## src/rtl/serial_stack_pkg.sv

```systemverilog
// Shared types for the serial_stack word sequencer: FSM state encoding,
// default word width and the in_len width helper.
package serial_stack_pkg;

    localparam int NUM_BITS_DEFAULT = 16;

    typedef enum logic [1:0] {
        IDLE = 2'd0,
        PUSH = 2'd1,
        POP  = 2'd2,
        CLR  = 2'd3
    } ssq_state_e;

    // Width needed to hold a bit count of 0..n inclusive.
    function automatic int len_w(input int n);
        return $clog2(n + 1);
    endfunction

endpackage

```

## src/rtl/serial_stack_seq.sv

```systemverilog
// serial_stack_seq: loads a word of 1..NUM_BITS bits into an external
// serial_stack LSB-first, then pops it back out as an MSB-first bit stream
// with valid/ready backpressure.
//
// Handshake: a word is accepted on a cycle with in_valid & in_ready; a bit is
// transferred on a cycle with bit_valid & bit_ready. bit_data/bit_last hold
// steady while bit_valid is high and bit_ready is low. abort (outside IDLE)
// and reset suppress any push, pop or bit transfer in the cycle they are seen.
//
// Optional build macro: SERIAL_STACK_SEQ_STATS_EN adds the words_done and
// aborts counter outputs.
module serial_stack_seq
    import serial_stack_pkg::*;
#(
    parameter int NUM_BITS = NUM_BITS_DEFAULT,
    parameter int LEN_W    = len_w(NUM_BITS)
) (
    input  logic                clk,
    input  logic                reset,
    input  logic                in_valid,
    output logic                in_ready,
    input  logic [NUM_BITS-1:0] in_data,
    input  logic [LEN_W-1:0]    in_len,
    input  logic                abort,
    output logic                bit_valid,
    input  logic                bit_ready,
    output logic                bit_data,
    output logic                bit_last,
    output logic                busy,
    output logic [1:0]          state_dbg,
    output logic                stk_push,
    output logic                stk_pop,
    output logic                stk_clear,
    output logic                stk_in,
    input  logic                stk_out
`ifdef SERIAL_STACK_SEQ_STATS_EN
    ,
    output logic [15:0]         words_done,
    output logic [7:0]          aborts
`endif
);

    ssq_state_e            state_q;
    logic [NUM_BITS-1:0]   shreg_q;
    logic [LEN_W-1:0]      len_q;
    logic [LEN_W-1:0]      cnt_q;

    logic [LEN_W-1:0]      len_sat;
    logic [LEN_W-1:0]      last_cnt;
    logic                  live;
    logic                  abort_hit;

    // Clamp the requested length to the stack depth.
    always_comb begin
        len_sat = in_len;
        if (in_len > LEN_W'(NUM_BITS)) begin
            len_sat = LEN_W'(NUM_BITS);
        end
    end

    assign last_cnt  = len_q - LEN_W'(1);
    assign live      = !reset && !abort;
    assign abort_hit = abort && ((state_q == PUSH) || (state_q == POP));

    assign in_ready  = (state_q == IDLE);
    assign busy      = (state_q != IDLE);
    assign state_dbg = state_q;

    assign stk_push  = (state_q == PUSH) && live;
    assign stk_in    = stk_push && shreg_q[0];
    assign bit_valid = (state_q == POP) && live;
    assign bit_data  = bit_valid && stk_out;
    assign bit_last  = bit_valid && (cnt_q == last_cnt);
    assign stk_pop   = bit_valid && bit_ready;
    assign stk_clear = reset || (state_q == CLR);

    // Sequencer FSM: capture word, push len bits, pop len bits, or clear on abort.
    always_ff @(posedge clk) begin
        if (reset) begin
            state_q <= IDLE;
            shreg_q <= '0;
            len_q   <= '0;
            cnt_q   <= '0;
        end else begin
            case (state_q)
                IDLE: begin
                    if (in_valid && (len_sat != '0)) begin
                        shreg_q <= in_data;
                        len_q   <= len_sat;
                        cnt_q   <= '0;
                        state_q <= PUSH;
                    end
                end
                PUSH: begin
                    if (abort) begin
                        cnt_q   <= '0;
                        state_q <= CLR;
                    end else begin
                        shreg_q <= shreg_q >> 1;
                        if (cnt_q == last_cnt) begin
                            cnt_q   <= '0;
                            state_q <= POP;
                        end else begin
                            cnt_q <= cnt_q + LEN_W'(1);
                        end
                    end
                end
                POP: begin
                    if (abort) begin
                        cnt_q   <= '0;
                        state_q <= CLR;
                    end else if (bit_ready) begin
                        if (cnt_q == last_cnt) begin
                            cnt_q   <= '0;
                            state_q <= IDLE;
                        end else begin
                            cnt_q <= cnt_q + LEN_W'(1);
                        end
                    end
                end
                CLR: begin
                    state_q <= IDLE;
                end
                default: begin
                    state_q <= IDLE;
                end
            endcase
        end
    end

`ifdef SERIAL_STACK_SEQ_STATS_EN
    logic [15:0] words_done_q;
    logic [7:0]  aborts_q;

    // Completed-word counter (wrapping) and honoured-abort counter (saturating).
    always_ff @(posedge clk) begin
        if (reset) begin
            words_done_q <= '0;
            aborts_q     <= '0;
        end else begin
            if (stk_pop && bit_last) begin
                words_done_q <= words_done_q + 16'd1;
            end
            if (abort_hit && (aborts_q != 8'hFF)) begin
                aborts_q <= aborts_q + 8'd1;
            end
        end
    end

    assign words_done = words_done_q;
    assign aborts     = aborts_q;
`else
    logic unused_abort_hit;
    assign unused_abort_hit = abort_hit;
`endif

endmodule

```

## config.mk

```make
export PLATFORM = sky130hd
export DESIGN_NAME = serial_stack_seq
export DESIGN_NICKNAME = d
export VERILOG_FILES = /design/src/rtl/serial_stack_pkg.sv /design/src/rtl/serial_stack_seq.sv
export SDC_FILE = /design/constraint.sdc
export NUM_CORES = 1
export LEC_CHECK = 0
export BUFFER_PORTS_ARGS = -buffer_cell sky130_fd_sc_hd__buf_2
export CAP_MARGIN = 20
export CORE_MARGIN = 1
export CORE_UTILIZATION = 40
export DETAILED_ROUTE_END_ITERATION = 12
export HOLD_SLACK_MARGIN = 0.12
export SYNTH_ARGS = -nofsm -noshare
export SYNTH_HDL_FRONTEND = slang
export SYNTH_SLANG_ARGS = --single-unit
```

## constraint.sdc

```tcl
create_clock -name clk -period 2.3 [get_ports clk]
set_input_delay 0 -clock clk [delete_from_list [all_inputs] [get_ports clk]]
set_output_delay 0 -clock clk [all_outputs]
set_load 0.01 [all_outputs]
```

==> results of run 1 <==
==> layout make-up <==
| class | count | area (µm²) |
|---|---|---|
| multi-input cells | 139 | 955.9 |
| fillers | 322 | 1582 |
| repair buffers | 72 | 515.5 |
| clock buffers | 3 | 41.29 |
| inverters | 7 | 26.28 |
| flip-flops and latches | 28 | 560.5 |
| clock inverters | 1 | 30.03 |
| well taps | 48 | 60.06 |
==> what timing repair did <==
action	CTS	global route
hold buffers	27	0
setup buffers	0	3
setup endpoints to repair	0	1
hold endpoints to repair	22	0
resized for setup	0	1
==> worst max path at each step <==
stage | from | cells after the start | slack [ps] | to
2_1_floorplan | state_dbg[0] | 7 | 480 | cnt_q[2]
3_3_place_gp | len_q[0] | 7 | 380 | state_dbg[1]
3_5_place_dp | len_q[0] | 7 | 280 | state_dbg[0]
4_1_cts | len_q[0] | 7 | 80 | bit_last
5_1_grt | len_q[0] | 7 | 60 | bit_last
6_report | len_q[0] | 7 | 190 | bit_last
==> logic make-up after synthesis <==
kind of cell | count (synthesis)
AND/OR/NAND/NOR | 66
AO/OA/AOI/OAI | 46
XOR/XNOR | 6
adder cells (fa/ha/maj) | 6
flip-flops | 28
multiplexers | 15
buffers and inverters | 20
==> state kept, by name, summed over array words and instances, names as in the netlist <==
register,flops
shreg_q,16
cnt_q,5
len_q,5
state_dbg,2
==> cell usage in the layout, fill, tap and decap left out, types with 4 or more instances in the layout <==
cell,netlist,routed
dfxtp_1,28,28
nand3_1,4,4
dlygate4sd3_1,0,27
a21oi_1,9,9
inv_1,7,7
mux2i_1,15,15
nor3_1,4,4
ha_1,6,6
a31oi_1,4,4
buf_4,0,8
o21ai_0,6,6
nand2_1,9,9
nor2_1,23,23
and3_1,4,4
nand4b_1,7,7
buf_2,6,37
a211oi_1,15,15
nand4_1,6,6
==> where the power goes <==
part | switching [mW] | internal [mW]
registers | 0.0902 | 0.615
logic | 0.613 | 0.461
clock network | 0.155 | 0.233
total | 0.859 | 1.31
==> per-layer routing <==
metal  up-vias  share of wire [%]
met5         -                  0
met4         0                1.3
met3         6                2.7
met2        33                 49
met1       734                 47
li1        819                  -
==> per-stage QoR <==
stage	hold slack (ps)	power [mW]	utilization [%]	area, µm²	setup slack [ps]
5_1_grt	268.3	2.330	58.06	2190	59.29
4_1_cts	232.6	2.165	57.43	2166	76.48
2_1_floorplan	106.5	1.463	-	1613	482.8
3_5_place_dp	302.8	1.730	48.37	1824	284.4
6_report	246.2	2.168	58.06	2190	189.5
3_3_place_gp	292.1	1.684	48.37	1824	375.0
==> critical path: cells and delay by family, from the launching register on <==
kind            cells  cell delay [ps]
buf+inv             2              230
fa+ha+maj           1              300
xor+xnor            1              150
compound gates      1              520
flops               1              410
simple gates        2              230
==> flow_metrics.env, run 1 <==
export IMPL_status="completed"
export IMPL_path_max_fanout=6
export IMPL_synth_seq_cells=28
export IMPL_clock_fmax_ghz=0.4738
export IMPL_synth_compound_area_share_pct=20.02
export IMPL_coreArea_um2=3771
export IMPL_grt_use_total_pct=20.25
export IMPL_ys_types=40
export IMPL_holdPathEnd="len_q[2]"
export IMPL_via_per_inst=5.342
export IMPL_critPathRequiredTime_ps=2300
export IMPL_antennaDiodeCount=0
export IMPL_syn_avg_cell_area_um2=8.625
export IMPL_max_stage_delay_ps=520
export IMPL_drtAntennaViolNets=0
export IMPL_grt_pass1_wl_um=6803
export IMPL_wirelength_um=4056
export IMPL_worstSetupStartpointType="flop"
export IMPL_vias=1592
export IMPL_p_leak_nw=0.8922
export IMPL_synth_edff_count=0
export IMPL_cp_slowest_cell="a2111o_2"
export IMPL_fin_cells=298
export IMPL_period_minus_slack_ps=2111
export IMPL_final_setup_tns_ps=0
export IMPL_die_w_um=65.50
export IMPL_synth_top_cell_area_share_pct=34.76
export IMPL_floorplan_initialDensity_pct=42.77
export IMPL_hold_path_class="in -> reg"
export IMPL_synth_commonest_cells="dfxtp_1, nor2_1, a211oi_1, mux2i_1"
export IMPL_r2r_start="state_dbg[0]"
export IMPL_dp_cells=264
export IMPL_dp_final_hpwl_um=2758
export IMPL_power_density_nw_per_um2=990.3
export IMPL_skew_ps=6.703
export IMPL_wl_per_cell_um=13.61
export IMPL_grt_use_met1_pct=25.13
export IMPL_cts_tree="yes"
export IMPL_synth_fa_ha_area_share_pct=4.655
export IMPL_num_rows=22
export IMPL_worst_setup_path_type="reg -> out"
export IMPL_grt_busiest_layer="met2"
export IMPL_cts_sinks=28
export IMPL_drt_iter0_markers=102
export IMPL_hold_violations=0
export IMPL_synth_xor_area_share_pct=3.258
export IMPL_synth_mux_area_share_pct=9.310
export IMPL_dr_pass1_iters=4
export IMPL_rsz0062_at_grt="false"
export IMPL_cts_path_max_buffers=2
export IMPL_synth_top_family_by_area="simple AND/OR/NAND/NOR gates"
export IMPL_end_kind="output port"
export IMPL_worst_r2r_setup_slack_ps=220
export IMPL_clock_root_buffer="clkbuf_8"
export IMPL_crit_arrival_ps=2110
export IMPL_cap_violations=0
export IMPL_grt_overflow=0
export IMPL_io_buffers=37
export IMPL_min_from="reset"
export IMPL_ys_seq_area_share_pct=34.76
export IMPL_synthCells=187
export IMPL_antenna_found_initial=0
export IMPL_die_h_um=65.50
export IMPL_tightest_slew_ps=610.2
export IMPL_peakVddDrop_uv=493.6
export IMPL_finalSetupViolCount=0
export IMPL_rr_endpoint="cnt_q[2]"
export IMPL_yosysWarnings=0
export IMPL_synthesis_area_um2=1613
export IMPL_ys_flop_type="dfxtp_1"
export IMPL_layout_nets=284
export IMPL_synthTopCellsByArea="dfxtp_1, mux2i_1, a211oi_1, nor2_1, ha_1"
export IMPL_rr_worst_depth=7
export IMPL_synthesis_nets=220
export IMPL_drv_slew=0
export IMPL_drcViolationCount=0
export IMPL_clock_latency_ps=280
export IMPL_grt_pass1_vias=1559
export IMPL_yosysMostFrequentCell="dfxtp_1"
export IMPL_grt_max_degree=33
export IMPL_synthSimpleGateAreaFrac_pct=21.96
export IMPL_design_die_area_um2=4290
export IMPL_slew_headroom_pct=59.32
export IMPL_area_growth_synth_to_final_pct=35.76
export IMPL_min_period_over_period_pct=91.76
export IMPL_num_io_pins=38
export IMPL_met2_usage_pct=35.05
export IMPL_cp_cell_sequence="inv_1, ha_1, xor2_1, nand2_1, a2111o_2, nor4_2, buf_2"
export IMPL_async_flop_share_pct=0
export IMPL_met3_usage_pct=2.951
export IMPL_hold_depth=2
export IMPL_drive_gt1_share_pct=22.80
export IMPL_clk_pin_slew_ps=90
export IMPL_cts_max_level=1
export IMPL_synth_top_area_cell="dfxtp_1"
export IMPL_cts_buffers=3
export IMPL_place_gp_congestion=0.8435
Power figures use the tool's default switching activity.
==> inputs of run 2 (changes only) <==
==> constraint.sdc (replaced) <==
create_clock -name clk -period 2.6 [get_ports clk]
set_input_delay 0 -clock clk [delete_from_list [all_inputs] [get_ports clk]]
set_output_delay 0 -clock clk [all_outputs]
set_load 0.01 [all_outputs]
==> flow_metrics.env, run 2 (synthesized netlist as in run 1, its figures left out) <==
export IMPL_wl_per_cell_um=13.34
export IMPL_slew_headroom_pct=60.23
export IMPL_num_rows=22
export IMPL_cts_sinks=28
export IMPL_cts_max_level=1
export IMPL_largest_reg_flops=16
export IMPL_timing_final_ws_setup_ps=375.1
export IMPL_postCtsSetupBuffers=0
export IMPL_drt_iter0_markers=139
export IMPL_period_minus_slack_ps=2225
export IMPL_holdBufCountCts=27
export IMPL_hold_violations=0
export IMPL_regMostFlops="shreg_q"
export IMPL_clk_pin_slew_ps=100
export IMPL_via_per_inst=5.447
export IMPL_min_period_over_period_pct=85.57
export IMPL_min_from="reset"
export IMPL_final_cell_mix="buf_2, dfxtp_1, dlygate4sd3_1"
export IMPL_skew_ps=2.705
export IMPL_antennaDiodeCount=0
export IMPL_drv_slew=0
export IMPL_status="completed"
export IMPL_drtAntennaViolNets=0
export IMPL_grt_use_total_pct=19.76
export IMPL_layout_commonest_cell="buf_2"
export IMPL_floorplan_initialDensity_pct=42.77
export IMPL_cap_violations=0
export IMPL_finalSetupViolCount=0
export IMPL_layout_nets=279
export IMPL_critPathRequiredTime_ps=2600
export IMPL_drcViolationCount=0
export IMPL_area_growth_synth_to_final_pct=32.35
export IMPL_fin_area_um2=2135
export IMPL_cts_path_max_buffers=2
export IMPL_end_kind="output port"
export IMPL_p_leak_nw=0.8626
export IMPL_path_max_fanout=10
export IMPL_top_regs="shreg_q x16, cnt_q x5, len_q x5"
export IMPL_grt_max_degree=33
export IMPL_r2r_start="state_dbg[0]"
export IMPL_grt_pass1_vias=1538
export IMPL_max_stage_delay_ps=590
export IMPL_clock_latency_ps=270
export IMPL_holdPathEnd="shreg_q[15]"
export IMPL_placement_setup_worst_slack_ps=510.4
export IMPL_clock_fmax_ghz=0.4495
export IMPL_rsz0062_at_grt="false"
export IMPL_hold_depth=2
export IMPL_place_area_um2=1809
export IMPL_drive_gt1_share_pct=20.82
export IMPL_design_die_area_um2=4290
export IMPL_rr_endpoint="cnt_q[2]"
export IMPL_clock_root_buffer="clkbuf_8"
export IMPL_cts_buffers=3
export IMPL_io_buffers=37
export IMPL_rr_worst_depth=7
export IMPL_coreArea_um2=3771
export IMPL_power_density_nw_per_um2=845.5
export IMPL_dp_final_hpwl_um=2786
export IMPL_hold_slack_ps=241.7
export IMPL_wirelength_um=3910
export IMPL_die_w_um=65.50
export IMPL_cts_resized=0
export IMPL_dr_pass1_iters=4
export IMPL_cts_tree="yes"
export IMPL_grt_overflow=0
export IMPL_vias=1596
export IMPL_antenna_found_initial=0
export IMPL_num_io_pins=38
export IMPL_grt_pass1_wl_um=6679
export IMPL_cp_cell_sequence="inv_1, ha_1, xnor2_1, o2bb2ai_1, a2111o_1, nor4_2, buf_2"
export IMPL_peakVddDrop_uv=413.3
export IMPL_hold_path_class="in -> reg"
export IMPL_final_setup_tns_ps=0
export IMPL_tightest_slew_ps=596.5
export IMPL_p_total_mw=1.805
export IMPL_worstSetupStartpointType="flop"
export IMPL_worst_setup_path_type="reg -> out"
export IMPL_cp_slowest_cell="a2111o_1"
export IMPL_worst_r2r_setup_slack_ps=430
export IMPL_die_h_um=65.50
export IMPL_n_fill_cell=343
export IMPL_place_gp_congestion=0.9102
export IMPL_crit_arrival_ps=2220
==> run 2: layout make-up <==
type,instances,area [µm²],share of cell area [%]
clock buffers,4,55.05,2.579
repair buffers,67,478.0,22.39
multi-input cells,139,954.7,44.72
inverters,7,26.28,1.231
well taps,48,60.06,2.814
flip-flops and latches,28,560.5,26.26
==> run 2: power by group <==
group          total (mW)  switching (mW)  internal (mW)
registers           0.622          0.0780          0.544
logic               0.914           0.530          0.384
clock network       0.269           0.133          0.135
total                1.80           0.741           1.06
==> run 2: worst max path at each step <==
stage,startpoint,end,slack [ps],cells after the start
5_1_grt,len_q[0],bit_last,200,7
3_5_place_dp,state_dbg[0],cnt_q[2],510,7
4_1_cts,len_q[0],bit_last,350,7
6_report,len_q[0],bit_last,380,7
3_3_place_gp,len_q[0],state_dbg[0],620,7
2_1_floorplan,state_dbg[0],cnt_q[2],780,7
==> run 2: critical path: cells and delay by family, from the launching register on <==
family	cells	cell delay, ps
xor+xnor	1	140
flops	1	420
simple gates	1	180
buf+inv	2	230
fa+ha+maj	1	240
compound gates	2	740
==> run 2: routing by layer <==
layer	track usage [%]	routed length, µm
met2	35.57	1941
met5	0	0
met4	5.707	45
met1	23.59	1758
met3	3.646	165
==> run 2: per-stage QoR <==
step	utilization (%)	cells
3_5_place_dp	47.98	262
4_1_cts	56.60	293
3_3_place_gp	47.98	262
2_1_floorplan	-	187
5_1_grt	56.60	293
6_report	56.60	293
